### config.mk
export PLATFORM = sky130hd
export DESIGN_NAME = btn_debounce_fsm
export DESIGN_NICKNAME = d
export VERILOG_FILES = /design/src/rtl/btn_pkg.sv /design/src/rtl/sat_counter.sv /design/src/rtl/btn_debounce_fsm.sv
export SDC_FILE = /design/constraint.sdc
export NUM_CORES = 1
export LEC_CHECK = 0
export ABC_AREA = 1
export CAP_MARGIN = 30
export CORE_MARGIN = 5
export CORE_UTILIZATION = 45
export DETAILED_ROUTE_END_ITERATION = 16
export HOLD_SLACK_MARGIN = 0.1
export PLACE_DENSITY = 0.68
export REMOVE_ABC_BUFFERS = 1
export SLEW_MARGIN = 20
export SYNTH_ARGS = -nofsm -noshare
export SYNTH_HDL_FRONTEND = slang
export SYNTH_SLANG_ARGS = --single-unit
### constraint.sdc
create_clock -name clk -period 2.4 [get_ports clk]
set_clock_uncertainty 0.1 [all_clocks]
set_input_delay 0.36 -clock clk [delete_from_list [all_inputs] [get_ports clk]]
set_output_delay 0.36 -clock clk [all_outputs]
set_load 0.005 [all_outputs]
### src/rtl/btn_pkg.sv
// Shared definitions for the push-button debouncer: state encoding and
// default 50 MHz timing constants.
package btn_pkg;

    typedef enum logic [1:0] {
        StIdle        = 2'd0,
        StPressWait   = 2'd1,
        StHeld        = 2'd2,
        StReleaseWait = 2'd3
    } btn_state_e;

    // 20 ms debounce window and 1 s long-press threshold at 50 MHz.
    localparam int unsigned DebCyclesDefault  = 1_000_000;
    localparam int unsigned HoldCyclesDefault = 50_000_000;

endpackage

### src/rtl/sat_counter.sv
// Up-counter that saturates at MaxVal. clear together with enable restarts the
// count at 1 so a new window can begin on the same sample that opened it.
module sat_counter #(
    parameter int unsigned Width  = 8,
    parameter int unsigned MaxVal = 255
) (
    input  logic             clk,
    input  logic             reset,
    input  logic             clear,
    input  logic             enable,
    output logic [Width-1:0] count,
    output logic             at_max
);

    localparam logic [Width-1:0] MaxCnt = Width'(MaxVal);

    logic [Width-1:0] count_q, count_d;

    always_comb begin
        count_d = count_q;
        if (clear) begin
            count_d = enable ? Width'(1) : '0;
        end else if (enable && (count_q != MaxCnt)) begin
            count_d = count_q + Width'(1);
        end
    end

    always_ff @(posedge clk or posedge reset) begin
        if (reset) begin
            count_q <= '0;
        end else begin
            count_q <= count_d;
        end
    end

    assign count  = count_q;
    assign at_max = (count_q == MaxCnt);

endmodule

### src/rtl/btn_debounce_fsm.sv
// Push-button debouncer: accepts a level change after DEB_CYCLES stable samples
// and emits registered press/release/long-press pulses plus a press-toggled enable.
module btn_debounce_fsm
    import btn_pkg::*;
#(
    parameter int unsigned DEB_CYCLES     = DebCyclesDefault,
    parameter int unsigned HOLD_CYCLES    = HoldCyclesDefault,
    parameter bit          BTN_ACTIVE_LOW = 1'b1
) (
    input  logic clk,
    input  logic reset,
    input  logic btn_sync,
    output logic btn_state,
    output logic press_pulse,
    output logic release_pulse,
    output logic long_press,
    output logic acq_enable
);

    localparam int unsigned DebW  = $clog2(DEB_CYCLES);
    localparam int unsigned HoldW = $clog2(HOLD_CYCLES + 1);
    localparam logic [HoldW-1:0] HoldFire = HoldW'(HOLD_CYCLES - 1);

    btn_state_e       state_q;
    logic             act;
    logic             deb_clear, deb_en, deb_done;
    logic             hold_clear, hold_en, hold_at_max;
    logic [DebW-1:0]  deb_cnt;
    logic [HoldW-1:0] hold_cnt;
    logic             unused_deb_cnt;

    assign act            = btn_sync ^ BTN_ACTIVE_LOW;
    assign unused_deb_cnt = ^deb_cnt;

    sat_counter #(
        .Width  (DebW),
        .MaxVal (DEB_CYCLES - 1)
    ) u_deb_cnt (
        .clk    (clk),
        .reset  (reset),
        .clear  (deb_clear),
        .enable (deb_en),
        .count  (deb_cnt),
        .at_max (deb_done)
    );

    sat_counter #(
        .Width  (HoldW),
        .MaxVal (HOLD_CYCLES)
    ) u_hold_cnt (
        .clk    (clk),
        .reset  (reset),
        .clear  (hold_clear),
        .enable (hold_en),
        .count  (hold_cnt),
        .at_max (hold_at_max)
    );

    // Counter control mirrors the FSM transitions below; hold_cnt is frozen in
    // StReleaseWait so a release bounce cannot re-arm long_press.
    always_comb begin
        deb_clear  = 1'b1;
        deb_en     = 1'b0;
        hold_clear = 1'b0;
        hold_en    = 1'b0;
        case (state_q)
            StIdle: begin
                deb_en     = act;
                hold_clear = 1'b1;
            end
            StPressWait: begin
                if (act && !deb_done) begin
                    deb_clear = 1'b0;
                    deb_en    = 1'b1;
                end
                hold_clear = act && deb_done;
            end
            StHeld: begin
                deb_en  = !act;
                hold_en = act && !hold_at_max;
            end
            StReleaseWait: begin
                if (!act && !deb_done) begin
                    deb_clear = 1'b0;
                    deb_en    = 1'b1;
                end
                hold_clear = !act && deb_done;
            end
            default: hold_clear = 1'b1;
        endcase
    end

    always_ff @(posedge clk or posedge reset) begin
        if (reset) begin
            state_q       <= StIdle;
            btn_state     <= 1'b0;
            press_pulse   <= 1'b0;
            release_pulse <= 1'b0;
            long_press    <= 1'b0;
            acq_enable    <= 1'b0;
        end else begin
            press_pulse   <= 1'b0;
            release_pulse <= 1'b0;
            long_press    <= 1'b0;
            case (state_q)
                StIdle: begin
                    if (act) state_q <= StPressWait;
                end
                StPressWait: begin
                    if (!act) begin
                        state_q <= StIdle;
                    end else if (deb_done) begin
                        state_q     <= StHeld;
                        press_pulse <= 1'b1;
                        btn_state   <= 1'b1;
                        acq_enable  <= ~acq_enable;
                    end
                end
                StHeld: begin
                    if (!act) begin
                        state_q <= StReleaseWait;
                    end else if (hold_cnt == HoldFire) begin
                        long_press <= 1'b1;
                    end
                end
                StReleaseWait: begin
                    if (act) begin
                        state_q <= StHeld;
                    end else if (deb_done) begin
                        state_q       <= StIdle;
                        release_pulse <= 1'b1;
                        btn_state     <= 1'b0;
                    end
                end
                default: begin
                    state_q    <= StIdle;
                    btn_state  <= 1'b0;
                    acq_enable <= 1'b0;
                end
            endcase
        end
    end

endmodule

==> results.cfg <==
[drt]
remaining_drc_errors = 0
routed_wirelength_um = 7620
drt-wirelength-per-cell_um = 11.9
dr_total_vias = 3156
drtPass1Iterations = 5
post_route_ant_nets = 0
drt_first_iter_violations = 238
route.detailed.vias_per_inst = 4.93

[worst_setup_path]
critical_path.cell_chain = inv_1 -> ha_1 -> nand3_1 -> nor2_1 -> nand2_1 -> o21ai_2 -> inv_2 -> nor2_8 -> nand2_1 -> nand2_1
cp_max_fo = 17
cp_slowest_cell = dfrtp_1
critical_path.startpoint = u_hold_cnt.count[0]$_DFFE_PP0P_
timing.rr.end = u_hold_cnt.count[11]$_DFFE_PP0P_
critical_path.most_common_cell = nand2_1
critPathArrivalTime_ns = 2.21
cpLargestDelayFamily = simple AND/OR/NAND/NOR gates
crit_path_kind = flip-flop to flip-flop
r2r_setup_slack_ns = 0.34
cp-endpoint = u_hold_cnt.count[11]$_DFFE_PP0P_
critPathBufInv = 2
critPathCaptureType = flip-flop
crit_path_start_kind = flip-flop
timing.critical_path.required_ns = 2.55
critical_path.reg2reg.startpoint = u_hold_cnt.count[0]$_DFFE_PP0P_
wp_depth = 10
ff2ff_path_depth = 10
cpPeakStageDelay_ns = 0.48

[grt]
grt_util_all_layers = 0.167
grt_start_max_net_pins = 34
grt_first_pass_wirelength_um = 13600
globalRoute.totalOverflow = 0
antenna_violations_before_repair = 0
grt_pass1_vias = 2909

[clock_network]
post_cts_hold_buffer_count = 0
number_of_buffers_created_by_cts = 5
sink_count_of_the_clock_tree = 53
worstSkewPairLatency_ns = 0.31
cts.reportedPaths.clkPinSlew_ns = 0.10
post_cts.repair.setup_buffers = 0
cts_tree = done
buffer_cell_driving_the_clock_tree_root = clkbuf_8
cts.htree.levels = 2
post_cts_sizing_count = 0
cts.path.max_buffers = 2

[sta]
drv_slew = 0
max_clock_freq_mhz = 485
layout_worst_path_cycle_share = 0.860
worst_pin_slew_ns = 0.485
timing_hold_violations_final = 0
pnr_worst_setup_slack_ns = 0.337
grt_setup_unrepaired = no
fin_tns_setup_ns = 0
slew-limit-headroom = 0.676
finalSetupViolations = 0
fin_crit_ns = 2.06

[power_and_ir_drop]
p_leak_nw = 1.74
worst_ir_drop_vdd_mv = 0.375
p_per_area_mw_per_mm2 = 562
finalPower_mw = 2.14

[placed_design]
portBuffers = 7
post-place-ws_ns = 0.0480
post-place-cells = 633
place.gp.congestion = 0.941
place.detailed.hpwl_um = 5770

[cells_and_area]
fillCellCount = 786
layout-area-overhead-vs-synth_pct = 7.62
layout-drive-gt1-share = 0.0836
antenna_cells_inserted = 0
postLayoutCoreUtil = 0.494
layout.nets = 545
area_of_combinational_cells_with_multiple_inputs_sq_mm = 0.00193
area.sequential_sq_mm = 0.00133
layoutNonFillerInstCount = 640

[logic_synthesis]
synth_enable_flop_cells = 0
yosysWarnings = 0
postSynthRegisterBits = 53
synthDominantAreaCellType = dfrtp_1
synth_most_common_cell = nand2_1
synth_top_area_frac = 0.376
share_of_synthesized_registers_carrying_an_async_set_or_reset = 1.00
post_synth_instance_area_sq_mm = 0.00353
seq_area_frac_synth = 0.376
synthTopCellsByCount = nand2_1, nor2_1, dfrtp_1
avgSynthCellArea_sq_um = 6.73
netlist_top_cells_area = dfrtp_1, nand2_1, nor2_1
number_of_cells_produced_by_synthesis = 525
synth.distinct_cells = 32
synth_ff_type = dfrtp_1

[worst_hold_path]
hold_crit_class = input pin to async pin

[die]
design.die.area_sq_mm = 0.00972
chipWidth_um = 98.6
std_cell_rows = 32
core-area_sq_mm = 0.00769
initial_core_util = 0.459
io_pins = 8
die_height_um = 98.6

[job]
cap_viol_max_count = 0

[run_status]
outcome = finished, final reports clean
## final cells by class
class	count	area share
clock buffers	5	0.0181
inverters	49	0.0491
clock inverters	2	0.00428
repair buffers	15	0.0375
well taps	102	0.0336
flip-flops and latches	53	0.349
multi-input cells	414	0.508
## cell families (layout without fill, tap and decap cells)
group                      Yosys count  after routing  synth area share
xor gates and xnor gates            19             19            0.0471
adders and majority gates            4              4            0.0142
buffers and inverters               58             71            0.0772
DFF                                 53             53             0.376
AOI/OAI and AO/OA                   15             15            0.0259
and+or+nand+nor                    376            376             0.460
## how the worst min path moves through the flow
stage,from,endpoint
4_1_cts,reset,btn_state$_DFFE_PP0P_
3_3_place_gp,acq_enable$_DFFE_PP0P_,acq_enable$_DFFE_PP0P_
3_5_place_dp,acq_enable$_DFFE_PP0P_,acq_enable$_DFFE_PP0P_
5_1_grt,reset,u_hold_cnt.count[1]$_DFFE_PP0P_
6_report,reset,u_hold_cnt.count[0]$_DFFE_PP0P_
2_1_floorplan,acq_enable$_DFFE_PP0P_,acq_enable$_DFFE_PP0P_
## metrics by stage
stage          hold WS (ns)  area [sq um]
6_report              0.287          3800
5_1_grt               0.338          3800
4_1_cts               0.303          3800
3_5_place_dp          0.369          3710
3_3_place_gp          0.365          3710
2_1_floorplan         0.369          3440
## layout by cell type (no fill, tap or decap), types with 2 or more instances in the layout
cell type,n
o21bai_1,3
clkdlybuf4s50_1,7
inv_2,6
o21ai_0,5
inv_1,41
buf_4,7
nor2_1,101
nor3b_1,4
clkbuf_8,5
nand2_1,193
nand2_2,11
nand3_1,37
xor2_1,13
nor2_2,2
nor2_4,2
a21oi_1,4
nor3_1,12
dfrtp_1,53
nand3_2,3
ha_1,4
xnor2_1,6
nand3b_1,2
nand4_1,5
## sequential cells by signal, indices dropped and copies added, names as in the netlist, named ones only
name / flops
acq_enable: 1
btn_state: 1
long_press: 1
press_pulse: 1
release_pulse: 1
state_q: 1
u_deb_cnt.count: 20
u_hold_cnt.count: 26
## metal layers
metal,up-vias,part of all wire,wire length [um],track usage
met1,1428,0.53,4000,0.256
met3,4,0.046,352,0.0255
met2,74,0.42,3200,0.249
met5,-,0,0,0
li1,1650,-,-,-
met4,0,0.0085,65,0.0368
## report_power, final
part           internal, mW  total, mW  switching (mW)
clock network         0.202      0.503           0.301
logic                 0.169      0.633           0.464
registers             0.935       1.00          0.0643
total                  1.31       2.14           0.829
(Power assumes the default switching activity.)
